[src/rtl/rvfi_compare_pkg.sv]
// Shared types for the RVFI retirement comparator: buffered entry layout,
// field indices used in mismatch_fields_o, compare-state encoding and the
// per-field comparison rule.
package rvfi_compare_pkg;

    localparam int XLEN       = 32;
    localparam int NUM_FIELDS = 6;

    localparam int FLD_ORDER    = 0;
    localparam int FLD_PC       = 1;
    localparam int FLD_INSN     = 2;
    localparam int FLD_TRAP     = 3;
    localparam int FLD_RD_ADDR  = 4;
    localparam int FLD_RD_WDATA = 5;

    typedef struct packed {
        logic [63:0]     order;
        logic [XLEN-1:0] pc;
        logic [31:0]     insn;
        logic            trap;
        logic [4:0]      rd_addr;
        logic [XLEN-1:0] rd_wdata;
    } rvfi_cmp_entry_t;

    typedef enum logic {
        CMP_RUN    = 1'b0,
        CMP_HALTED = 1'b1
    } cmp_state_e;

    // Returns one bit per differing field. Writeback fields are meaningless
    // when both sides trapped, and rd_wdata is meaningless for x0.
    function automatic logic [NUM_FIELDS-1:0] cmp_fields(input rvfi_cmp_entry_t r,
                                                         input rvfi_cmp_entry_t d);
        logic [NUM_FIELDS-1:0] f;
        logic                  both_trap;
        logic                  both_x0;
        f         = '0;
        both_trap = r.trap && d.trap;
        both_x0   = (r.rd_addr == 5'd0) && (d.rd_addr == 5'd0);
        f[FLD_ORDER] = (r.order != d.order);
        f[FLD_PC]    = (r.pc    != d.pc);
        f[FLD_INSN]  = (r.insn  != d.insn);
        f[FLD_TRAP]  = (r.trap  != d.trap);
        if (!both_trap) begin
            f[FLD_RD_ADDR] = (r.rd_addr != d.rd_addr);
            if (!both_x0)
                f[FLD_RD_WDATA] = (r.rd_wdata != d.rd_wdata);
        end
        return f;
    endfunction

endpackage

[src/rtl/rvfi_compare_fifo.sv]
// Per-stream retirement FIFO. Registered storage (no fall-through), extra
// pointer MSB distinguishes full from empty. A push into a full FIFO is
// accepted only if the head leaves in the same cycle; otherwise it is
// dropped and overflow_o pulses.
module rvfi_compare_fifo
    import rvfi_compare_pkg::*;
#(
    parameter int DEPTH = 8
) (
    input  logic            clk_i,
    input  logic            rst_ni,
    input  logic            push_i,
    input  rvfi_cmp_entry_t data_i,
    input  logic            pop_i,
    output logic            full_o,
    output logic            empty_o,
    output rvfi_cmp_entry_t head_o,
    output logic            overflow_o
);

    localparam int AW = $clog2(DEPTH);

    rvfi_cmp_entry_t mem [DEPTH];
    logic [AW:0]     wptr;
    logic [AW:0]     rptr;
    logic            do_push;
    logic            do_pop;

    assign empty_o    = (wptr == rptr);
    assign full_o     = (wptr[AW] != rptr[AW]) && (wptr[AW-1:0] == rptr[AW-1:0]);
    assign do_pop     = pop_i && !empty_o;
    assign do_push    = push_i && (!full_o || do_pop);
    assign overflow_o = push_i && full_o && !do_pop;
    assign head_o     = mem[rptr[AW-1:0]];

    // Pointer update; reset discards everything buffered.
    always_ff @(posedge clk_i) begin
        if (!rst_ni) begin
            wptr <= '0;
            rptr <= '0;
        end else begin
            if (do_push) wptr <= wptr + 1'b1;
            if (do_pop)  rptr <= rptr + 1'b1;
        end
    end

    // Entry storage, no reset needed since pointers gate visibility.
    always_ff @(posedge clk_i) begin
        if (do_push) mem[wptr[AW-1:0]] <= data_i;
    end

endmodule

[src/rtl/rvfi_compare.sv]
// Pairs reference-model and DUT RVFI retirements in order and compares them.
// Reports the first mismatch (sticky), per-stream overflow and a saturating
// match count. XLEN must equal rvfi_compare_pkg::XLEN.
// Optional retirement-stall watchdog: define RVFI_COMPARE_TIMEOUT_EN.
module rvfi_compare #(
    parameter int XLEN             = 32,
    parameter int DEPTH            = 8,
    parameter int STOP_ON_MISMATCH = 1,
    parameter int TIMEOUT          = 1000
) (
    input  logic            clk_i,
    input  logic            rst_ni,
    input  logic            ref_valid_i,
    input  logic [63:0]     ref_order_i,
    input  logic [XLEN-1:0] ref_pc_i,
    input  logic [31:0]     ref_insn_i,
    input  logic            ref_trap_i,
    input  logic [4:0]      ref_rd_addr_i,
    input  logic [XLEN-1:0] ref_rd_wdata_i,
    input  logic            dut_valid_i,
    input  logic [63:0]     dut_order_i,
    input  logic [XLEN-1:0] dut_pc_i,
    input  logic [31:0]     dut_insn_i,
    input  logic            dut_trap_i,
    input  logic [4:0]      dut_rd_addr_i,
    input  logic [XLEN-1:0] dut_rd_wdata_i,
    output logic            mismatch_o,
    output logic [5:0]      mismatch_fields_o,
    output logic [63:0]     mismatch_order_o,
    output logic [1:0]      overflow_o,
    output logic [31:0]     match_count_o,
    output logic            halted_o,
    output logic            timeout_o
);

    import rvfi_compare_pkg::*;

    rvfi_cmp_entry_t       ref_in, dut_in, ref_head, dut_head;
    logic                  ref_full, ref_empty, ref_ovf;
    logic                  dut_full, dut_empty, dut_ovf;
    logic                  pop;
    logic [NUM_FIELDS-1:0] diff;
    cmp_state_e            state;

    assign ref_in = '{order: ref_order_i, pc: ref_pc_i, insn: ref_insn_i, trap: ref_trap_i,
                      rd_addr: ref_rd_addr_i, rd_wdata: ref_rd_wdata_i};
    assign dut_in = '{order: dut_order_i, pc: dut_pc_i, insn: dut_insn_i, trap: dut_trap_i,
                      rd_addr: dut_rd_addr_i, rd_wdata: dut_rd_wdata_i};

    rvfi_compare_fifo #(.DEPTH(DEPTH)) u_ref_fifo (
        .clk_i(clk_i), .rst_ni(rst_ni), .push_i(ref_valid_i), .data_i(ref_in),
        .pop_i(pop), .full_o(ref_full), .empty_o(ref_empty), .head_o(ref_head),
        .overflow_o(ref_ovf)
    );

    rvfi_compare_fifo #(.DEPTH(DEPTH)) u_dut_fifo (
        .clk_i(clk_i), .rst_ni(rst_ni), .push_i(dut_valid_i), .data_i(dut_in),
        .pop_i(pop), .full_o(dut_full), .empty_o(dut_empty), .head_o(dut_head),
        .overflow_o(dut_ovf)
    );

    // Both heads leave together; nothing moves while halted.
    assign pop      = (state == CMP_RUN) && !ref_empty && !dut_empty;
    assign diff     = cmp_fields(ref_head, dut_head);
    assign halted_o = (state == CMP_HALTED);

    // Registered compare result: match counting, first-mismatch capture, halt.
    always_ff @(posedge clk_i) begin
        if (!rst_ni) begin
            state             <= CMP_RUN;
            mismatch_o        <= 1'b0;
            mismatch_fields_o <= '0;
            mismatch_order_o  <= '0;
            match_count_o     <= '0;
        end else if (pop) begin
            if (diff == '0) begin
                if (match_count_o != '1) match_count_o <= match_count_o + 1'b1;
            end else if (!mismatch_o) begin
                mismatch_o        <= 1'b1;
                mismatch_fields_o <= diff;
                mismatch_order_o  <= dut_head.order;
                if (STOP_ON_MISMATCH != 0) state <= CMP_HALTED;
            end
        end
    end

    // Sticky per-stream overflow flags; full flags are informational only.
    always_ff @(posedge clk_i) begin
        if (!rst_ni) overflow_o <= 2'b00;
        else         overflow_o <= overflow_o | {dut_ovf && !dut_full ? 1'b0 : dut_ovf,
                                                 ref_ovf && !ref_full ? 1'b0 : ref_ovf};
    end

`ifdef RVFI_COMPARE_TIMEOUT_EN
    logic [31:0] to_cnt;

    // Counts cycles where one stream is ahead and the other has nothing.
    always_ff @(posedge clk_i) begin
        if (!rst_ni) begin
            to_cnt    <= '0;
            timeout_o <= 1'b0;
        end else if (state == CMP_RUN) begin
            if (pop || (ref_empty && dut_empty)) begin
                to_cnt <= '0;
            end else if ((ref_empty != dut_empty) && (to_cnt != 32'(TIMEOUT))) begin
                to_cnt <= to_cnt + 1'b1;
                if (to_cnt + 32'd1 == 32'(TIMEOUT)) timeout_o <= 1'b1;
            end
        end
    end
`else
    assign timeout_o = 1'b0;
`endif

endmodule

[config.mk]
export PLATFORM = sky130hd
export DESIGN_NAME = rvfi_compare
export DESIGN_NICKNAME = d
export VERILOG_FILES = /design/src/rtl/rvfi_compare_pkg.sv /design/src/rtl/rvfi_compare_fifo.sv /design/src/rtl/rvfi_compare.sv
export SDC_FILE = /design/constraint.sdc
export NUM_CORES = 2
export LEC_CHECK = 0
export BUFFER_PORTS_ARGS = -buffer_cell sky130_fd_sc_hd__buf_2
export CAP_MARGIN = 20
export CORE_UTILIZATION = 55
export DETAILED_ROUTE_END_ITERATION = 12
export HOLD_SLACK_MARGIN = 0.02
export PLACE_DENSITY = 0.75
export SLEW_MARGIN = 30
export SYNTH_ARGS = -nofsm -noshare
export SYNTH_HDL_FRONTEND = slang
export SYNTH_SLANG_ARGS = --single-unit
[constraint.sdc]
create_clock -name clk_i -period 15.7 [get_ports clk_i]
set_input_delay 3.925 -clock clk_i [delete_from_list [all_inputs] [get_ports clk_i]]
set_output_delay 3.925 -clock clk_i [all_outputs]
set_load 0.02 [all_outputs]
* Word-level counts from Yosys, hierarchy flattened *
Memories as Yosys holds them, arrays and structs flattened. A register that Yosys moved wholly into a read port is not among the register bits.
Index checks and enable logic that the tools add are counted.

operators by class
  multiplexer cells = 12
  bitwise gates (word level) = 4
  reduce and logical (&&, ||, !) cells = 30
  $add $sub $neg = 5
  eq/ne operators = 13

operators with widths
  cell                   count
  $ne 32x32->1           3
  $ne 64x64->1           1
  $add 32x1->32 const B  1
  $ne 32x32->1 const B   1
  $add 4x1->4 const B    4
  $logic_and 1x1->1      16
  $mux 3                 4
  $logic_not 5->1        2
  $eq 4x4->1             2
  $mux 1                 7
  $eq 3x3->1             2
  $logic_not 1->1        6
  $logic_not 6->1        1
  $reduce_and 3->1       2
  $ne 5x5->1             1
  $ne 1x1->1             3
  $not 1->1              3
  $logic_or 1x1->1       2
  $mux 2                 1
  $or 2x2->2             1
  $reduce_and 2->1       1

storage, ports and cells
  output and inout bits = 107
  memories kept = 2
  register bits = 122
  input bits = 336
  RAM bits = 2656

memories
  name            words  width  read ports  clocked after memory_dff  wr ports  RTL line                 source
  u_dut_fifo.mem  8      166    1           1                         1         rvfi_compare_fifo.sv:23  rvfi_cmp_entry_t mem [DEPTH];
  u_ref_fifo.mem  8      166    1           1                         1         rvfi_compare_fifo.sv:23

* Depth between registers and ports, before layout *
  depth after elaboration = 10
  gate-level depth with buffers = 15

* Modules after synthesis *
Synthesis repeated with hierarchy kept, for this count alone.

unflattened totals
  cell total of the unflattened synthesis = 4647
  area, all modules = 106857.5 µm²

by module, submodules not included
  module             times used  cells an instance  area an instance (µm²)
  rvfi_compare_fifo  2           1990               50418.4
  rvfi_compare       1           667                6020.8

* Worst setup path after synthesis *
OpenSTA, ideal clock, no wires.

  path type = input-to-reg
  start point = input ref_valid_i
  end point = memory u_ref_fifo.mem[0][0] (netlist bit) (enable)
  stages on the path = 3
  slack = -0.748 ns
  arrival time = 15.553 ns
  cells stage by stage = nor2b_1 nand2b_1 nor3_1

on the way
  cells in the longest elaborated chain, start to end = 3

RTL lines
  item                          RTL line                 source
  start: declaration            rvfi_compare.sv:13       input logic ref_valid_i,
  $logic_and 1x1->1             rvfi_compare_fifo.sv:32  assign do_push = push_i && (!full_o || do_pop);
  $mux 1                        rvfi_compare_fifo.sv:49  if (do_push) mem[wptr[AW-1:0]] <= data_i;
  $mux 1 (not written as such)  rvfi_compare_fifo.sv:49
  end: declaration              rvfi_compare_fifo.sv:23

Every way passes these cells.

==> results <==
- The flow ran to the end, and the final reports show no timing, DRC or antenna violations.
- By count the netlist is led by sky130_fd_sc_hd__edfxtp_1, sky130_fd_sc_hd__mux4_2, sky130_fd_sc_hd__mux2i_1.
- During synthesis, Yosys emitted a total of 0 warnings.
- After clock tree synthesis, the clock-pin slew on the worst setup and hold paths is 0.06 ns.
- The final standard cell count with taps included and fillers excluded is 8144.
- The clock reaches the later pin of the worst-skew pair after 0.94 ns.
- The HPWL after detailed placement is 156000 um.
- The largest fanout on the critical path is 69.
- The worst clock skew is 0.0798 ns.
- The area used by sequential logic in the layout is 82300 um2.
- Clock tree synthesis inserted a total of 289 buffers.
- The final hold violation count was 0.
- The overall routing resource usage is 26.4%.
- The number of hold buffers added after CTS was 0.
- The first detailed-routing pass took 8 iterations.
- The final global-route overflow total is 0.
- The area of the core region is 193000 um2.
- In the post-synthesis netlist, the biggest area contributors are sky130_fd_sc_hd__edfxtp_1, sky130_fd_sc_hd__mux4_2, sky130_fd_sc_hd__mux2i_1, sky130_fd_sc_hd__dfxtp_1, sky130_fd_sc_hd__xnor2_1.
- The async set-or-reset flop fraction in the synthesized netlist is 0%.
- The global-route layer with the greatest usage is met2.
- The total number of placement rows is 161.
- The number of pins with negative max-slew slack in the final report is 0.
- The worst setup path category is flop to flop.
- The total power divided by cell area is 146 nW/um2.
- The path class of the tightest hold or removal check is flop to flop.
- The footprint of the multi-input gates is 23400 um2.
- The CTS root buffer is sky130_fd_sc_hd__clkbuf_16.
- After technology mapping, the gate count stands at 4747.
- The static leakage is 0.0377 uW.
- In the routed design, unresolved DRC markers number 0.
- The via count is 51241.
- Compared with the post-synthesis result, the final layout area differs by 13.8%.
- The initial antenna violation count was 139.
- For this run, the leading register cell type out of synthesis is sky130_fd_sc_hd__edfxtp_1.
- In this run the post-CTS setup repair buffer count came out at 0.
- The synthesized design contains 2656 enable-type register cells.
- Global routing used 42.5% of the available met2 tracks.
- The worst path arrival time is 8.55 ns.
- Among all cell types in the netlist, the one instantiated most often is sky130_fd_sc_hd__edfxtp_1.
- The clock passes through at most 4 buffers.
- In this run, post-CTS repair resized a total of 0 instances.
- STA classifies the critical path startpoint as a flop.
- The die covers 196000 um2.
- After synthesis, the largest area contributor takes up 74.7% of total cell area.
- After detailed routing, the number of vias per cell comes to 6.29.
- The final count of negative-setup-slack endpoints is 0.
- The highest ir drop seen on vdd is 0.106 mV.
- After synthesis the cells add up to 107000 um2.
- The number of global-route vias before repair is 50916.
- In this run the worst setup path terminates at mismatch_order_o[3].
- The net count of the finished layout is 5688.
- The first-pass GRT wire length is 368000 um.
- The worst register-to-register path ends at mismatch_order_o[3].
- The netlist uses 46 different library cells.
- The average size of a mapped cell is 22.5 um2.
- The H-tree generated during clock tree synthesis spans 5 levels.
- The register area share after synthesis is 77.1%.
- The post-synthesis cell type with the largest combined area is sky130_fd_sc_hd__edfxtp_1.
- STA classifies the critical path endpoint as a flop.
- 443 I/O pins were placed.
- From bottom edge to top edge, the die measures 443 um.
- The reg-to-reg setup timing slack is 7.93 ns.
- Derived from the worst setup path, the maximum achievable clock frequency is 0.129 GHz.
- Global routing consumed, on the met3 layer, 5.20% of the routing resources.
- For this run, global-route usage on met1 was measured as 35.1%.
- Headroom to the max-slew limit came out at 29.4%.
- Entering global routing, the biggest net connects 111 pins.
- The final critical path takes up 49.5% of the cycle.
- The clock tree from TritonCTS is built.
- In the final layout, the share of cells above drive strength 1 is 29.4%.
- The width of the die is 443 um.
- The final weighted congestion in routability-driven placement is 0.825.
- The worst register-to-register path has a depth of 15.
- Buffers placed on the I/O ports in this run total 441.
- For this block, the initial DRC count from the detailed router was 5735.
- For the worst setup path, the data required time is 16.47 ns.
- The detail route stage leaves a number of antenna-violating nets equal to 0.
- The routed wirelength normalized by instance count is 31.9 um.
- Setup repair after global routing left no endpoint under its margin.
- The effective utilization at floorplan is 55.4%.
- The wire length reported by the detailed router is 260000 um.
- The number of sinks on the clock net is 2784.
- The count of max-cap constraint violations is 0.
- The number of placed instances, taps included is 7579.
- Counting the fill cells in the layout gives 12555.
- Subtracting the final worst setup slack from the clock period gives 7.77 ns.
- The post-synth net total is 5089.
- The flop and latch count out of synthesis is 2784.
- The sum of negative setup slack is 0 ns.
- The measured slew at the worst slew-check pin is 1.06 ns.
registers in the layout, summed over array words and instances, names as in the netlist, named ones only:
register           flops
overflow_o             2
mismatch_order_o      64
match_count_o         32
u_dut_fifo.wptr        4
u_ref_fifo.mem      1328
u_dut_fifo.mem      1328
halted_o               1
mismatch_fields_o      6
u_dut_fifo.rptr        4
u_ref_fifo.rptr        4
u_ref_fifo.wptr        4
mismatch_o             1
layout by cell type, fill, tap and decap left out, drive strengths merged:
cell type | netlist | layout
nand2 | 115 | 115
a21oi | 9 | 9
nand4 | 41 | 41
a221oi | 10 | 10
a211o | 1 | 1
diode | 0 | 66
o21ai | 3 | 3
conb | 1 | 1
nand3 | 18 | 18
a21bo | 1 | 1
nand3b | 2 | 2
nor3b | 3 | 3
a22oi | 1 | 1
dfxtp | 128 | 128
mux4 | 653 | 653
ha | 6 | 6
nor2b | 14 | 14
inv | 4 | 9
or2 | 2 | 2
mux2i | 414 | 414
o31ai | 2 | 2
o21a | 2 | 2
clkbuf | 50 | 354
nor3 | 16 | 16
clkinvlp | 0 | 13
clkinv | 1 | 100
buf | 178 | 536
nand2b | 68 | 68
a31oi | 1 | 1
xor2 | 35 | 35
and3 | 7 | 7
edfxtp | 2656 | 2656
xnor2 | 152 | 152
mux2 | 27 | 27
nor4 | 31 | 31
nor2 | 67 | 67
or4 | 3 | 3
and2 | 25 | 25
bufinv | 0 | 26
per-layer routing:
layer | up-vias | share of wire (%)
met2 | 2549 | 50
met5 | - | 0.16
met1 | 27020 | 37
met3 | 620 | 8.1
li1 | 20990 | -
met4 | 62 | 4.9
per-stage QoR:
| step | area [um2] | total power, uW | util, % | setup slack, ns | hold slack (ns) |
|---|---|---|---|---|---|
| 6_report | 121000 | 17700 | 63.0 | 7.93 | 0.460 |
| 3_3_place_gp | 112000 | 11200 | 58.1 | 7.83 | 0.441 |
| 3_5_place_dp | 112000 | 11300 | 58.2 | 7.61 | 0.449 |
| 4_1_cts | 121000 | 17800 | 62.9 | 7.59 | 0.459 |
| 5_1_grt | 121000 | 18200 | 63.0 | 7.64 | 0.471 |
| 2_1_floorplan | 107000 | 10400 | - | 3.67 | 0.498 |
kinds of logic (layout without fill, tap and decap cells):
group	after synthesis	in the layout	share of synthesized area, %
fa+ha+maj	6	6	0.0703
compound gates	30	30	0.197
other cells	1	67	0.00351
mux	1094	1094	17.9
buf+inv	233	1038	1.13
xor+xnor	187	187	1.53
flops	2784	2784	77.1
simple gates	412	412	2.03
critical path: stages (launching register included):
cell	delay, ns
sky130_fd_sc_hd__dfxtp_4	0.87
sky130_fd_sc_hd__buf_4	0.84
sky130_fd_sc_hd__buf_12	0.46
sky130_fd_sc_hd__buf_4	0.73
sky130_fd_sc_hd__mux4_2	0.42
sky130_fd_sc_hd__mux2i_1	0.27
sky130_fd_sc_hd__xnor2_1	0.28
sky130_fd_sc_hd__nand4_1	0.47
sky130_fd_sc_hd__nor4_2	0.71
sky130_fd_sc_hd__nand4_1	0.36
sky130_fd_sc_hd__nor4_4	0.60
sky130_fd_sc_hd__a21bo_1	0.26
sky130_fd_sc_hd__nor2_4	0.14
sky130_fd_sc_hd__buf_16	0.20
sky130_fd_sc_hd__buf_4	0.40
sky130_fd_sc_hd__mux2_1	0.43
worst min path at each step:
stage          cells after the start  slack (ns)                 start                   end
5_1_grt                            2        0.47   mismatch_order_o[6]   mismatch_order_o[6]
4_1_cts                            2        0.46  mismatch_order_o[59]  mismatch_order_o[59]
3_3_place_gp                       2        0.44  mismatch_order_o[43]  mismatch_order_o[43]
6_report                           2        0.46  mismatch_order_o[59]  mismatch_order_o[59]
2_1_floorplan                      2        0.50    u_ref_fifo.rptr[3]    u_ref_fifo.rptr[3]
3_5_place_dp                       2        0.45  mismatch_order_o[59]  mismatch_order_o[59]
cell type report:
cell class	instances	area share [%]
sequential	2784	67.8
multi-input combinational	1730	19.3
clock buffer	354	6.31
timing repair buffer	536	2.72
tap	2526	2.60
clock inverter	143	1.17
antenna	66	0.136
inverter	5	0.0154
power breakdown:
group | switching, uW | total [uW] | internal (uW)
Sequential | 159 | 8500 | 8340
Combinational | 1450 | 2580 | 1130
Clock | 2750 | 6640 | 3890
Note: power is estimated with default switching activity, not from simulation.
